[config.mk]
export PLATFORM = sky130hd
export DESIGN_NAME = redun_sq_sched_flat
export DESIGN_NICKNAME = d
export VERILOG_FILES = /design/src/rtl/redun_sq_sched_pkg.sv /design/src/rtl/redun_sq_sched_if.sv /design/src/rtl/redun_sq_sched.sv /design/src/flat_wrapper.sv
export SDC_FILE = /design/constraint.sdc
export NUM_CORES = 1
export LEC_CHECK = 0
export ABC_AREA = 1
export CAP_MARGIN = 15
export CORE_MARGIN = 3
export CORE_UTILIZATION = 34
export CTS_CLUSTER_DIAMETER = 200
export DETAILED_ROUTE_END_ITERATION = 7
export SETUP_SLACK_MARGIN = 0.3
export SYNTH_ARGS = -nofsm -noshare
export SYNTH_HDL_FRONTEND = slang
export SYNTH_SLANG_ARGS = --single-unit
[constraint.sdc]
create_clock -name i_clk -period 3.93 [get_ports i_clk]
set_input_delay 0.786 -clock i_clk [delete_from_list [all_inputs] [get_ports i_clk]]
set_output_delay 0.786 -clock i_clk [all_outputs]
set_load 0.05 [all_outputs]
[src/rtl/redun_sq_sched_pkg.sv]
// Shared types for the VDF squaring scheduler: redundant-form operand,
// scheduler state encoding and sticky error bit positions.
package redun_sq_sched_pkg;

    localparam int NUM_WRDS = 4;
    localparam int WRD_BITS = 16;

    // Redundant-form operand as carried between the scheduler and redun_mont.
    typedef logic [NUM_WRDS-1:0][WRD_BITS-1:0] redun0_t;

    typedef enum logic [1:0] {
        IDLE  = 2'd0,
        ISSUE = 2'd1,
        WAIT  = 2'd2,
        DONE  = 2'd3
    } sched_state_t;

    localparam int SCHED_ERR_TMO  = 0;
    localparam int SCHED_ERR_SPUR = 1;

endpackage

[src/rtl/redun_sq_sched_if.sv]
// Handshake between the squaring scheduler (master) and the redun_mont
// datapath (slave): one operand out per issue strobe, one result back.
interface redun_sq_sched_if;
    import redun_sq_sched_pkg::*;

    logic    o_mont_rst;
    redun0_t o_mont_sq;
    logic    o_mont_val;
    redun0_t i_mont_mul;
    logic    i_mont_val;

    modport master (
        output o_mont_rst, o_mont_sq, o_mont_val,
        input  i_mont_mul, i_mont_val
    );

    modport slave (
        input  o_mont_rst, o_mont_sq, o_mont_val,
        output i_mont_mul, i_mont_val
    );

endinterface

[src/rtl/redun_sq_sched.sv]
// VDF squaring scheduler: loads a start value, issues one squaring at a time
// to redun_mont, feeds each result back and returns the value after i_iters
// squarings. A per-iteration watchdog and abort both reset the datapath.
module redun_sq_sched
    import redun_sq_sched_pkg::*;
#(
    parameter int ITER_W  = 64,
    parameter int TMO_W   = 16,
    parameter int TMO_CYC = 4096
) (
    input  logic                  i_clk,
    input  logic                  i_reset,
    input  logic                  i_start,
    input  logic [ITER_W-1:0]     i_iters,
    input  redun0_t               i_sq,
    input  logic                  i_abort,
    redun_sq_sched_if.master      mont,
    output logic                  o_busy,
    output logic                  o_done,
    output redun0_t               o_result,
    output logic [ITER_W-1:0]     o_iter_cnt,
    output logic [1:0]            o_err
);

    localparam logic [TMO_W-1:0]  TMO_LAST = TMO_W'(TMO_CYC - 1);
    localparam logic [ITER_W-1:0] ITER_ONE = {{(ITER_W-1){1'b0}}, 1'b1};
    localparam logic [TMO_W-1:0]  WD_ONE   = {{(TMO_W-1){1'b0}}, 1'b1};

    sched_state_t      state_r, state_s;
    redun0_t           operand_r, operand_s;
    redun0_t           result_r, result_s;
    redun0_t           mont_sq_r;
    logic [ITER_W-1:0] iters_r, cnt_r, cnt_inc_s;
    logic [TMO_W-1:0]  wd_r;
    logic [1:0]        err_r, err_s;
    logic              accept_s, capture_s, tmo_s, spur_s, fin_s;
    logic              busy_r, done_r, mont_val_r, mont_rst_r, mont_rst_hold_r;

    assign cnt_inc_s = cnt_r + ITER_ONE;
    assign fin_s     = capture_s && (cnt_inc_s == iters_r);
    // A result strobe is only legal while waiting; abort masks everything.
    assign spur_s    = mont.i_mont_val && (state_r != WAIT) && !i_abort;

    // Next-state decode; abort outranks every other event in the cycle.
    always_comb begin
        state_s   = state_r;
        accept_s  = 1'b0;
        capture_s = 1'b0;
        tmo_s     = 1'b0;
        if (i_abort) begin
            state_s = IDLE;
        end else begin
            case (state_r)
                IDLE: begin
                    if (i_start && !mont_rst_r) begin
                        accept_s = 1'b1;
                        state_s  = (i_iters == {ITER_W{1'b0}}) ? DONE : ISSUE;
                    end else begin
                        state_s = IDLE;
                    end
                end
                ISSUE: state_s = WAIT;
                WAIT: begin
                    if (mont.i_mont_val) begin
                        capture_s = 1'b1;
                        state_s   = (cnt_inc_s == iters_r) ? DONE : ISSUE;
                    end else if (wd_r == TMO_LAST) begin
                        tmo_s   = 1'b1;
                        state_s = IDLE;
                    end else begin
                        state_s = WAIT;
                    end
                end
                DONE:    state_s = IDLE;
                default: state_s = IDLE;
            endcase
        end
    end

    // Next values of operand, result and sticky errors.
    always_comb begin
        operand_s = operand_r;
        result_s  = result_r;
        err_s     = accept_s ? 2'b00 : err_r;
        if (accept_s) begin
            operand_s = i_sq;
            result_s  = (i_iters == {ITER_W{1'b0}}) ? i_sq : result_r;
        end else if (capture_s) begin
            operand_s = mont.i_mont_mul;
            result_s  = fin_s ? mont.i_mont_mul : result_r;
        end else begin
            operand_s = operand_r;
        end
        err_s[SCHED_ERR_TMO]  = err_s[SCHED_ERR_TMO] | tmo_s;
        err_s[SCHED_ERR_SPUR] = err_s[SCHED_ERR_SPUR] | spur_s;
    end

    // State register.
    always_ff @(posedge i_clk) begin
        if (i_reset) begin
            state_r <= IDLE;
        end else begin
            state_r <= state_s;
        end
    end

    // Run registers, watchdog and registered outputs.
    always_ff @(posedge i_clk) begin
        if (i_reset) begin
            operand_r       <= '0;
            result_r        <= '0;
            mont_sq_r       <= '0;
            iters_r         <= {ITER_W{1'b0}};
            cnt_r           <= {ITER_W{1'b0}};
            wd_r            <= {TMO_W{1'b0}};
            err_r           <= 2'b00;
            busy_r          <= 1'b0;
            done_r          <= 1'b0;
            mont_val_r      <= 1'b0;
            mont_rst_r      <= 1'b1;
            mont_rst_hold_r <= 1'b1;
        end else begin
            operand_r  <= operand_s;
            result_r   <= result_s;
            err_r      <= err_s;
            busy_r     <= (state_s == ISSUE) || (state_s == WAIT);
            done_r     <= (state_s == DONE);
            mont_val_r <= (state_s == ISSUE);
            mont_sq_r  <= (state_s == ISSUE) ? operand_s : '0;
            if (accept_s) begin
                iters_r <= i_iters;
                cnt_r   <= {ITER_W{1'b0}};
            end else if (capture_s) begin
                cnt_r <= cnt_inc_s;
            end else begin
                cnt_r <= cnt_r;
            end
            if (state_r == ISSUE) begin
                wd_r <= {TMO_W{1'b0}};
            end else if (state_r == WAIT) begin
                wd_r <= wd_r + WD_ONE;
            end else begin
                wd_r <= wd_r;
            end
            // Two-cycle datapath reset so an in-flight result is dropped.
            if (i_abort || tmo_s) begin
                mont_rst_r      <= 1'b1;
                mont_rst_hold_r <= 1'b1;
            end else if (mont_rst_hold_r) begin
                mont_rst_r      <= 1'b1;
                mont_rst_hold_r <= 1'b0;
            end else begin
                mont_rst_r <= 1'b0;
            end
        end
    end

    assign mont.o_mont_rst = mont_rst_r;
    assign mont.o_mont_sq  = mont_sq_r;
    assign mont.o_mont_val = mont_val_r;
    assign o_busy          = busy_r;
    assign o_done          = done_r;
    assign o_result        = result_r;
    assign o_iter_cnt      = cnt_r;
    assign o_err           = err_r;

endmodule

[src/flat_wrapper.sv]
// flat-port wrapper written by rule: the top's interface ports become plain ports
module redun_sq_sched_flat import redun_sq_sched_pkg::*;
#(
    parameter int ITER_W  = 64,
    parameter int TMO_W   = 16,
    parameter int TMO_CYC = 4096
)
  (i_clk, i_reset, i_start, i_iters, i_sq, i_abort, o_busy, o_done, o_result, o_iter_cnt, o_err, mont_o_mont_rst, mont_o_mont_sq, mont_o_mont_val, mont_i_mont_mul, mont_i_mont_val);
  redun_sq_sched_if mont_i ();
  input  logic i_clk;
  input  logic i_reset;
  input  logic i_start;
  input  logic [ITER_W-1:0] i_iters;
  input  redun0_t i_sq;
  input  logic i_abort;
  output logic o_busy;
  output logic o_done;
  output redun0_t o_result;
  output logic [ITER_W-1:0] o_iter_cnt;
  output logic [1:0] o_err;
  output wire logic [$bits(mont_i.o_mont_rst)-1:0] mont_o_mont_rst;
  output wire logic [$bits(mont_i.o_mont_sq)-1:0] mont_o_mont_sq;
  output wire logic [$bits(mont_i.o_mont_val)-1:0] mont_o_mont_val;
  input wire logic [$bits(mont_i.i_mont_mul)-1:0] mont_i_mont_mul;
  input wire logic [$bits(mont_i.i_mont_val)-1:0] mont_i_mont_val;
  assign mont_o_mont_rst = mont_i.o_mont_rst;
  assign mont_o_mont_sq = mont_i.o_mont_sq;
  assign mont_o_mont_val = mont_i.o_mont_val;
  assign mont_i.i_mont_mul = mont_i_mont_mul;
  assign mont_i.i_mont_val = mont_i_mont_val;
  redun_sq_sched #(.ITER_W(ITER_W), .TMO_W(TMO_W), .TMO_CYC(TMO_CYC)) u_core (.i_clk(i_clk), .i_reset(i_reset), .i_start(i_start), .i_iters(i_iters), .i_sq(i_sq), .i_abort(i_abort), .mont(mont_i), .o_busy(o_busy), .o_done(o_done), .o_result(o_result), .o_iter_cnt(o_iter_cnt), .o_err(o_err));
endmodule
==> metrics.md <==
| Metric | Value |
|---|---|
| Status | finished clean |
| Pwr/cell area | 343.6 nW/um^2 |
| Crit Path Max Fanout | 10 |
| Die area | between 50,000 and 60,000 um^2 |
| Drt first pass iters | 5 |
| Crit start category | register |
| H-Tree Depth | 2 |
| Layout cells sized above 1 | 5.810% |
| Critical path arrival | between 3 and 4 ns |
| Number of global-route vias before repair | 16,852 |
| Post-Route Skew | 0.01139 ns |
| Switching share of power | a little under a quarter |
| Pins Over Slew Limit | 0 |
| FILL cells | between 4,000 and 5,000 |
| Synth cell types | 36 |
| Starting density of the core | about a third |
| Setup CP Type | register to register |
| Post-synthesis sequential area ratio | between 40% and 50% |
| P_int | around 6.0 mW |
| Dpl cells | 3,435 |
| Synth Warn # | 0 |
| Die width | between 200 and 250 um |
| Initial antenna violation count | 11 |
| Fin. Hold Viols | 0 |
| Total chip power | 7.808 mW |
| Final Core Density | 48.19% |
| CTS Hold Bufs | 0 |
| Post-DP HPWL | between 40,000 and 50,000 um |
| Syn Nets | 2,698 |
| Syn avg cell area | around 6.6 um^2 |
| Worst setup EP type | register |
| Root Driver | clkbuf_16 |
| Routed WL per cell | about 19 um |
| Final setup violation count | 0 |
| GRT Total Usage | 24.89% |
| Via/cell ratio | between 4 and 5 |
| Net count, final | slightly above 3,000 |
| Total gr overflow | 0 |
| Clock tree buffer depth | 3 |
| Total CTS buffers | ~40 |
| Top Ports | roughly 400 |
| CTS Sinks | around 350 |
| Placement Rows | 79 |
| Peak VDD IR | about 0.28 mV |
| Logic pwr share | 5.6% |
| Yosys reg bits | 345 |
| Fin cells | about 3,500 |
| Max-cap viol count | 0 |
| Clock Latency Late Sink | roughly 0.57 ns |
| Ys async rst share | 0% |
| Clock network fraction of total power | about 49% |
| Tcrit/Tclk final | 87.61% |
| Global-route wire length before repair | 97,320 um |
| P&R area growth vs syn | 38.09% |
| Residual DRC count | 0 |
| Maximum clock frequency | between 200 and 300 MHz |
| TNS Setup | 0 ns |
| Final ANT Viol Nets | 0 |
| Clk slew on worst S/H paths | roughly 0.060 ns |
| Die Y | 226 um |
| Tmin final | 3.443 ns |
| Most used DFF post-synth | dfxtp_1 |
| Worst Path Required | 4.38 ns |
| Relative slew slack | 40.22% |
| Post-synth EDFFs | 0 |
| Port bufs | ~390 |
| Vias after detailed routing | about 17,000 |
| LEAKAGE | approximately 9.6 nW |
| Mapped Area | 16,460 um^2 |
| Core Box Area | between 40,000 and 50,000 um^2 |
| Final GP Congestion | 0.9722 |
| Share of power burned in registers | 45.1% |
| CTS tree | yes |
| Violation count after the first detailed-route iteration | 1,125 |
| Hold WC Path Type | register to register |
| Largest net degree at the start of global routing | between 150 and 200 |
| DRT Wirelength | 65,820 um |
| NetSw | roughly 1.8 mW |
| Worst-Margin Slew | about 0.90 ns |
| Syn Inst Count | ~2,500 |
| RSZ-0062 raised after global routing | false |
[state kept, by name (all words and copies together) (netlist names), 2 cells and up]
name / cells
u_core.o_iter_cnt: 64
u_core.mont.o_mont_sq: 64
u_core.operand_r: 64
u_core.iters_r: 64
u_core.o_result: 64
u_core.o_err: 2
u_core.wd_r: 16
u_core.state_r: 2
[logic make-up after synthesis]
group | Yosys count | synth area share [%]
adders and majority gates | 4 | 0.3041
AOI/OAI and AO/OA | 453 | 14.02
buffers and inverters | 445 | 10.55
xor gates and xnor gates | 44 | 3.779
DFF | 345 | 41.97
and+or+nand+nor | 1206 | 29.37
[metrics by stage]
stage | hold WS (ns) | instance area (um^2) | setup WS [ns]
2_1_floorplan | 0.3925 | 16460 | 0.3814
3_3_place_gp | 0.3997 | 21130 | -0.08087
3_5_place_dp | 0.4002 | 21130 | -0.08084
4_1_cts | 0.4136 | 22500 | 0.3299
5_1_grt | 0.4221 | 22720 | 0.3352
6_report | 0.4129 | 22720 | 0.4869
[final cells by class]
class | count | area (um^2) | area share (%)
well taps | 607 | 759.5 | 3.342
multi-input cells | 1707 | 7924 | 34.87
diodes | 6 | 15.01 | 0.06608
inverters | 339 | 1276 | 5.616
repair buffers | 444 | 4487 | 19.75
clock buffers | 59 | 1155 | 5.082
clock inverters | 15 | 190.2 | 0.8370
flip-flops and latches | 345 | 6917 | 30.44
[cell usage after synthesis, types with 3 or more instances]
cell type | number | area [um^2]
nand2_1 | 569 | 2136
nor2_1 | 479 | 1798
dfxtp_1 | 345 | 6907
inv_1 | 332 | 1246
o21ai_0 | 254 | 1271
a21oi_1 | 175 | 875.8
nand3_1 | 94 | 470.5
clkbuf_1 | 85 | 319.1
xor2_1 | 26 | 227.7
xnor3_1 | 15 | 337.8
nor4_1 | 14 | 87.58
nor3_1 | 12 | 60.06
nand4_1 | 11 | 68.82
o21ai_1 | 10 | 50.05
o211ai_1 | 9 | 67.56
buf_2 | 8 | 40.04
buf_6 | 7 | 78.83
or4_1 | 7 | 52.55
inv_2 | 6 | 22.52
buf_1 | 5 | 18.77
nor2_4 | 5 | 56.30
ha_1 | 4 | 50.05
nor2_2 | 4 | 25.02
or2_2 | 3 | 18.77
[path summary, 6_finish.rpt]
kind                                from                   endpoint  slack [ns]  depth (start not counted)
setup / recovery   u_core.o_iter_cnt[14]  u_core.mont.o_mont_sq[20]        0.49                         19
setup reg to reg   u_core.o_iter_cnt[14]  u_core.mont.o_mont_sq[20]        0.49                         19
hold reg to reg   u_core.mont_rst_hold_r     u_core.mont.o_mont_rst        0.41                          1
hold / removal    u_core.mont_rst_hold_r     u_core.mont.o_mont_rst        0.41                          1
[cells in the final DEF, fill, tap and decap left out, drive strengths merged, types with 4 or more instances in the layout]
| cell | count |
|---|---|
| xor2 | 26 |
| o211ai | 9 |
| nand2 | 571 |
| xnor3 | 15 |
| clkinvlp | 4 |
| nor2 | 488 |
| o21ai | 264 |
| inv | 338 |
| nor3 | 12 |
| nor4 | 14 |
| nand4 | 11 |
| clkbuf | 62 |
| clkinv | 9 |
| clkdlybuf4s50 | 393 |
| dfxtp | 345 |
| or4 | 7 |
| buf | 48 |
| a21oi | 175 |
| nand3 | 96 |
| diode | 6 |
| ha | 4 |
[what timing repair did]
action / in CTS / in global routing
pin swaps: 0 / 3
setup endpoints to repair: 65 / 129
cloned: 0 / 5
setup buffers: 0 / 2
gates resized for setup: 5 / 31
[power by group through the flow]
stage	registers, mW	clock network (mW)	logic, mW
6_report	3.52	3.85	0.440
5_1_grt	3.52	4.07	0.475
4_1_cts	3.52	3.93	0.437
3_5_place_dp	3.60	0	0.435
3_3_place_gp	3.60	0	0.433
2_1_floorplan	3.61	0	0.139
[per-layer routing]
metal	vias to the layer above	share of wire, %	track usage, %
li1	8581	-	-
met1	7955	41	30.03
met2	597	46	40.98
met3	129	9.3	8.202
met4	12	3.6	9.984
met5	-	0.11	0
[critical path, stage by stage (launching register included)]
cell and delay [ns]:
dfxtp_1 0.44, nand2_1 0.14, nor2_1 0.22, nand2_1 0.14
nor2_1 0.27, nand2_2 0.18, nor2_2 0.18, xnor3_1 0.25
nor2_2 0.13, nand3_1 0.15, nor2_2 0.17, nand3_2 0.13
nand2_1 0.08, nand2_1 0.05, nand2_1 0.05, nand2_1 0.08
ha_2 0.22, nand2_8 0.16, buf_6 0.19, nor2_1 0.06
No activity file was read; power rests on OpenSTA's default activity.
==> RTL edit 1 (same settings) <==
Register the output `o_err` once more, without a reset; this adds one clock of latency there. The other outputs are not delayed to match.
--- a/src/rtl/redun_sq_sched.sv
+++ b/src/rtl/redun_sq_sched.sv
@@ -164,3 +164,5 @@
     assign o_iter_cnt      = cnt_r;
-    assign o_err           = err_r;
+    always_ff @(posedge i_clk) begin
+        o_err <= err_r;
+    end
 
Function: changed (Yosys sat finds a counterexample within 4 cycles, from zero or initial values and one cycle with i_reset high).
==> RTL edit 1 against the original RTL <==
Cell count down 0.23%; first-iteration DRC count rose by 7.6%; sequential cell count is 2 higher; wire length shrank 1.5%; worst setup slack improved by 0.050 ns; area after synthesis barely moved; total power grew 0.90%; design area fell by 0.39%; critical endpoint is now u_core.mont.o_mont_sq[30]$_SDFF_PP0_; largest cell class unchanged.
==> RTL edit 1: results (changes against the original RTL) <==
* # DRC at 0 (unchanged)
* Initial antenna violation count at 8 (was 11)
* Final WL at 64800 µm (was 65800 µm)
* Dpl ws at 0.262 ns (was -0.0808 ns)
* Min-delay src: u_core.err_r[1]$_SDFF_PP0_ (was u_core.mont_rst_hold_r$_SDFF_PP1_)
* WHS Endpoint: u_core.o_err[1]$_DFF_P_ (was u_core.mont.o_mont_rst$_SDFF_PP1_)
* Clk_skew at 0.0167 ns (was 0.0114 ns)
* DP Cell Count at 3436 (was 3435)
* Max VDD drop at 0.271 mV (was 0.282 mV)
* WP data arrival at 3.84 ns (was 3.89 ns)
* First-pass GRT wire length at 96700 µm (was 97300 µm)
* GPL Wtd Cong at 0.993 (was 0.972)
* CP Launch Point: u_core.o_iter_cnt[8]$_SDFFE_PP0P_ (was u_core.o_iter_cnt[14]$_SDFFE_PP0P_)
* Root buf cell: clkbuf_16 (unchanged)
* Library cells used by synthesis at 39 (was 36)
* Nets at 3075 (was 3079)
* Max FO, Critical Path at 20 (was 10)
* Initial DRC count at 1211 (was 1125)
* Met3 wire length at 6820 µm (was 6140 µm)
* FF-to-FF End: u_core.mont.o_mont_sq[30]$_SDFF_PP0_ (was u_core.mont.o_mont_sq[20]$_SDFF_PP0_)
* Drt wl/cell at 18.5 µm (was 18.7 µm)
* Met1 WL at 26100 µm (was 26800 µm)
* Synth cell count leaders: nand2_1 (600), nor2_1 (427), dfxtp_1 (347) (was nand2_1 (569), nor2_1 (479), dfxtp_1 (345))
* Largest net degree at the start of global routing at 153 (was 155)
* Part of the Yosys area used for sequential elements at 42.2% (was 42.0%)
* Status: complete, no violations (unchanged)
* Hpwl dp at 48700 µm (was 48900 µm)
* Slew @ Worst Pin at 1.12 ns (was 0.896 ns)
* Length of routed met2 wiring at 29400 µm (was 30400 µm)
* Syn_area_per_cell at 6.59 µm² (about the same)
* Switch Pwr at 1.78 mW (was 1.80 mW)
* Worst Reg-to-Reg Cells at 20 (was 19)
* Leak at 9.45 nW (was 9.60 nW)
* Pre-Repair DR Iteration Count at 6 (was 5)
* Final worst slack at 0.537 ns (was 0.487 ns)
* Synth area leaders: dfxtp_1 (42%), nand2_1 (14%), nor2_1 (9.7%), inv_1 (7.5%), o21ai_0 (7.3%) (was dfxtp_1 (42%), nand2_1 (13%), nor2_1 (11%), o21ai_0 (7.7%), inv_1 (7.6%))
* Overall global routing resource usage at 24.7% (was 24.9%)
* Via density at 4.92 (was 4.90)
* Cell count of the worst hold path at 0 (was 1)
* Vias in the first global route at 16733 (was 16852)
RTL edit 1: area by class of cell:
cell class	count	area (µm²)
timing repair buffer	439	4390
inverter	336	1270
fill	4817	24500
clock inverter	12	164
antenna	3	7.51
tap	607	759
multi-input combinational	1709	7890
sequential	347	6950
clock buffer	61	1210
RTL edit 1: power groups by stage:
| stage | clock network [mW] | logic, mW | registers [mW] |
|---|---|---|---|
| after floorplan | 0 | 0.135 | 3.63 |
| after global placement | 0 | 0.430 | 3.62 |
| after detailed placement | 0 | 0.431 | 3.62 |
| after CTS | 4.00 | 0.433 | 3.54 |
| after global routing | 4.14 | 0.467 | 3.54 |
| final | 3.90 | 0.430 | 3.54 |
RTL edit 1: layer usage:
metal,up-vias,global-route usage (%)
met5,-,0
met4,10,9.78
met3,123,9.15
met2,626,40.3
met1,7918,29.5
li1,8600,-
RTL edit 1: metrics by stage:
stage	hold WS (ns)	area, µm²	total power, mW	utilization [%]
2_1_floorplan	0.331	16400	3.76	-
3_3_place_gp	0.341	21100	4.05	44.8
3_5_place_dp	0.343	21100	4.05	44.8
4_1_cts	0.353	22500	7.98	47.8
5_1_grt	0.362	22600	8.15	48.0
6_report	0.354	22600	7.88	48.0
RTL edit 1: cells by family after synthesis:
logic type	after synthesis	synth area share [%]
buffers and inverters	441	10.5
AND/OR/NAND/NOR	1209	29.7
AO/OA/AOI/OAI	460	14.3
flip-flops	347	42.2
adder cells (fa/ha/maj)	4	0.304
XOR/XNOR	36	3.00
RTL edit 1: timing repair:
action / 4_1_cts / 5_1_grt
gates resized for setup: 2 / 23
endpoints found under the setup margin: 41 / 94
setup buffers: 0 / 1
cloned: 0 / 1
hold buffers: 0 / 0
pin swaps: 0 / 2
==> RTL edit 2 (same flow settings) <==
Made on the original files. `ITER_W` is set to 64 in 2 places; all go to 56.
--- a/src/rtl/redun_sq_sched.sv
+++ b/src/rtl/redun_sq_sched.sv
@@ -6,3 +6,3 @@
 #(
-    parameter int ITER_W  = 64,
+    parameter int ITER_W  = 56,
     parameter int TMO_W   = 16,
--- a/src/flat_wrapper.sv
+++ b/src/flat_wrapper.sv
@@ -3,3 +3,3 @@
 #(
-    parameter int ITER_W  = 64,
+    parameter int ITER_W  = 56,
     parameter int TMO_W   = 16,
Interface: changed (resized i_iters and o_iter_cnt); port bits go from 395 to 379. The function was not compared with the original's and may differ.
==> RTL edit 2 against the original RTL <==
Total power down 7.2%; cell count down 4.2%; combinational power down 7.3%; synthesized cell count down 4.6%; design area down 5.2%; area after synthesis down 5.9%; sequential cell count down 16; worst setup slack worse by 0.0041 ns; utilization up 0.074 points; wire length down 6.0%; highest routed layer unchanged.
==> RTL edit 2: results (changes against the original RTL) <==
* Status: complete, no violations (unchanged)
* Clk_skew at 0.0271 ns (was 0.0114 ns)
* Part of the Yosys area used for sequential elements at 42.5% (was 42.0%)
* Met1 Use GR at 31.1% (was 30.0%)
* Hold crit path type: reg2reg (unchanged)
* Layout cell share with drive strength beyond 1 at 5.94% (was 5.81%)
* Met1 WL at 26300 µm (was 26800 µm)
* Nets at 2947 (was 3079)
* Vias in the first global route at 15984 (was 16852)
* Max VDD drop at 0.355 mV (was 0.282 mV)
* M2 GR Usage at 40.0% (was 41.0%)
* Met3 wire length at 5470 µm (was 6140 µm)
* Dpl ws at 0.203 ns (was -0.0808 ns)
* Synth cell count leaders: nand2_1 (572), nor2_1 (397), dfxtp_1 (329) (was nand2_1 (569), nor2_1 (479), dfxtp_1 (345))
* Hpwl dp at 45500 µm (was 48900 µm)
* Final WL at 61800 µm (was 65800 µm)
* GPL Wtd Cong at 0.983 (was 0.972)
* Drt wl/cell at 18.3 µm (was 18.7 µm)
* Crit path largest cell delay at 0.36 ns (was 0.44 ns)
* H-tree Lvls at 2 (unchanged)
* Largest net degree at the start of global routing at 111 (was 155)
* Via density at 4.95 (was 4.90)
* Root buf cell: clkbuf_16 (unchanged)
* Post-CTS setup buffer count at 2 (was 0)
* Synth Warn # at 0 (unchanged)
* Placed instance area at 0.0200 mm² (was 0.0211 mm²)
* Library cells used by synthesis at 36 (unchanged)
* Pwr per Cell Area at 336 mW/mm² (was 344 mW/mm²)
* Leak at 8.98 nW (was 9.60 nW)
* Post-Syn Nets at 2576 (was 2698)
* First-pass GRT wire length at 91700 µm (was 97300 µm)
* Slew @ Worst Pin at 0.927 ns (was 0.896 ns)
* Initial antenna violation count at 5 (was 11)
* Post_cts resized at 4 (was 5)
* CTS Buf Count at 38 (was 41)
* Length of routed met2 wiring at 28300 µm (was 30400 µm)
* Overall global routing resource usage at 24.5% (was 24.9%)
* DP Cell Count at 3292 (was 3435)
* Synth area leaders: dfxtp_1 (43%), nand2_1 (14%), nor2_1 (9.6%), inv_1 (7.7%), o21ai_0 (7.2%) (was dfxtp_1 (42%), nand2_1 (13%), nor2_1 (11%), o21ai_0 (7.7%), inv_1 (7.6%))
* Cells after synthesis at 2383 (was 2497)
* Met3 usage at 7.44% (was 8.20%)
* Max Root-Sink Buffers at 3 (unchanged)
* Top layer in use: met5 (unchanged)
* WP data arrival at 3.90 ns (was 3.89 ns)
* Ys async rst share at 0% (unchanged)
* Worst path slowest cell: dfxtp_2 (was dfxtp_1)
* Buffers added on ports at 378 (was 394)
* Pre-Repair DR Iteration Count at 6 (was 5)
* # fillers at 4530 (was 4750)
* Max FO, Critical Path at 9 (was 10)
* Initial DRC count at 1286 (was 1125)
* Worst-Skew Late Latency at ~0.56 ns
## RTL edit 2: critical path: cells and delay by family (launching register included)
kind | cells | cell delay (ns)
buffers and inverters | 1 | 0.18
AOI/OAI and AO/OA | 1 | 0.18
DFF | 1 | 0.36
adders and majority gates | 2 | 0.42
and+or+nand+nor | 18 | 2.20
## RTL edit 2: final cells by class
type / count / share of cell area (%)
clock inverters: 11 / 0.506
repair buffers: 431 / 20.3
flip-flops and latches: 329 / 30.6
clock buffers: 55 / 5.13
well taps: 592 / 3.44
diodes: 2 / 0.0232
multi-input cells: 1630 / 34.3
inverters: 324 / 5.67
## RTL edit 2: kinds of logic after synthesis
| group | after synthesis | share of synthesized area (%) |
|---|---|---|
| simple gates | 1185 | 31.3 |
| compound gates | 429 | 14.3 |
| xor+xnor | 11 | 0.800 |
| flops | 329 | 42.5 |
| fa+ha+maj | 4 | 0.323 |
| buf+inv | 425 | 10.8 |
## RTL edit 2: power by group
group          total [mW]  switching [mW]  internal [mW]  leakage (nW)
clock network        3.48            1.45           2.02         0.604
logic               0.408           0.191          0.217          5.73
registers            3.36         0.00786           3.35          2.65
total                7.24            1.65           5.59          8.98
## RTL edit 2: path summary, 6_finish.rpt
path / slack (ns) / start / depth (start not counted) / to
setup / recovery: 0.48 / u_core.o_iter_cnt[1]$_SDFFE_PP0P_ / 22 / u_core.mont.o_mont_sq[41]$_SDFF_PP0_
hold / removal: 0.43 / u_core.mont_rst_hold_r$_SDFF_PP1_ / 1 / u_core.mont.o_mont_rst$_SDFF_PP1_
setup reg to reg: 0.48 / u_core.o_iter_cnt[1]$_SDFFE_PP0P_ / 22 / u_core.mont.o_mont_sq[41]$_SDFF_PP0_
hold reg to reg: 0.43 / u_core.mont_rst_hold_r$_SDFF_PP1_ / 1 / u_core.mont.o_mont_rst$_SDFF_PP1_
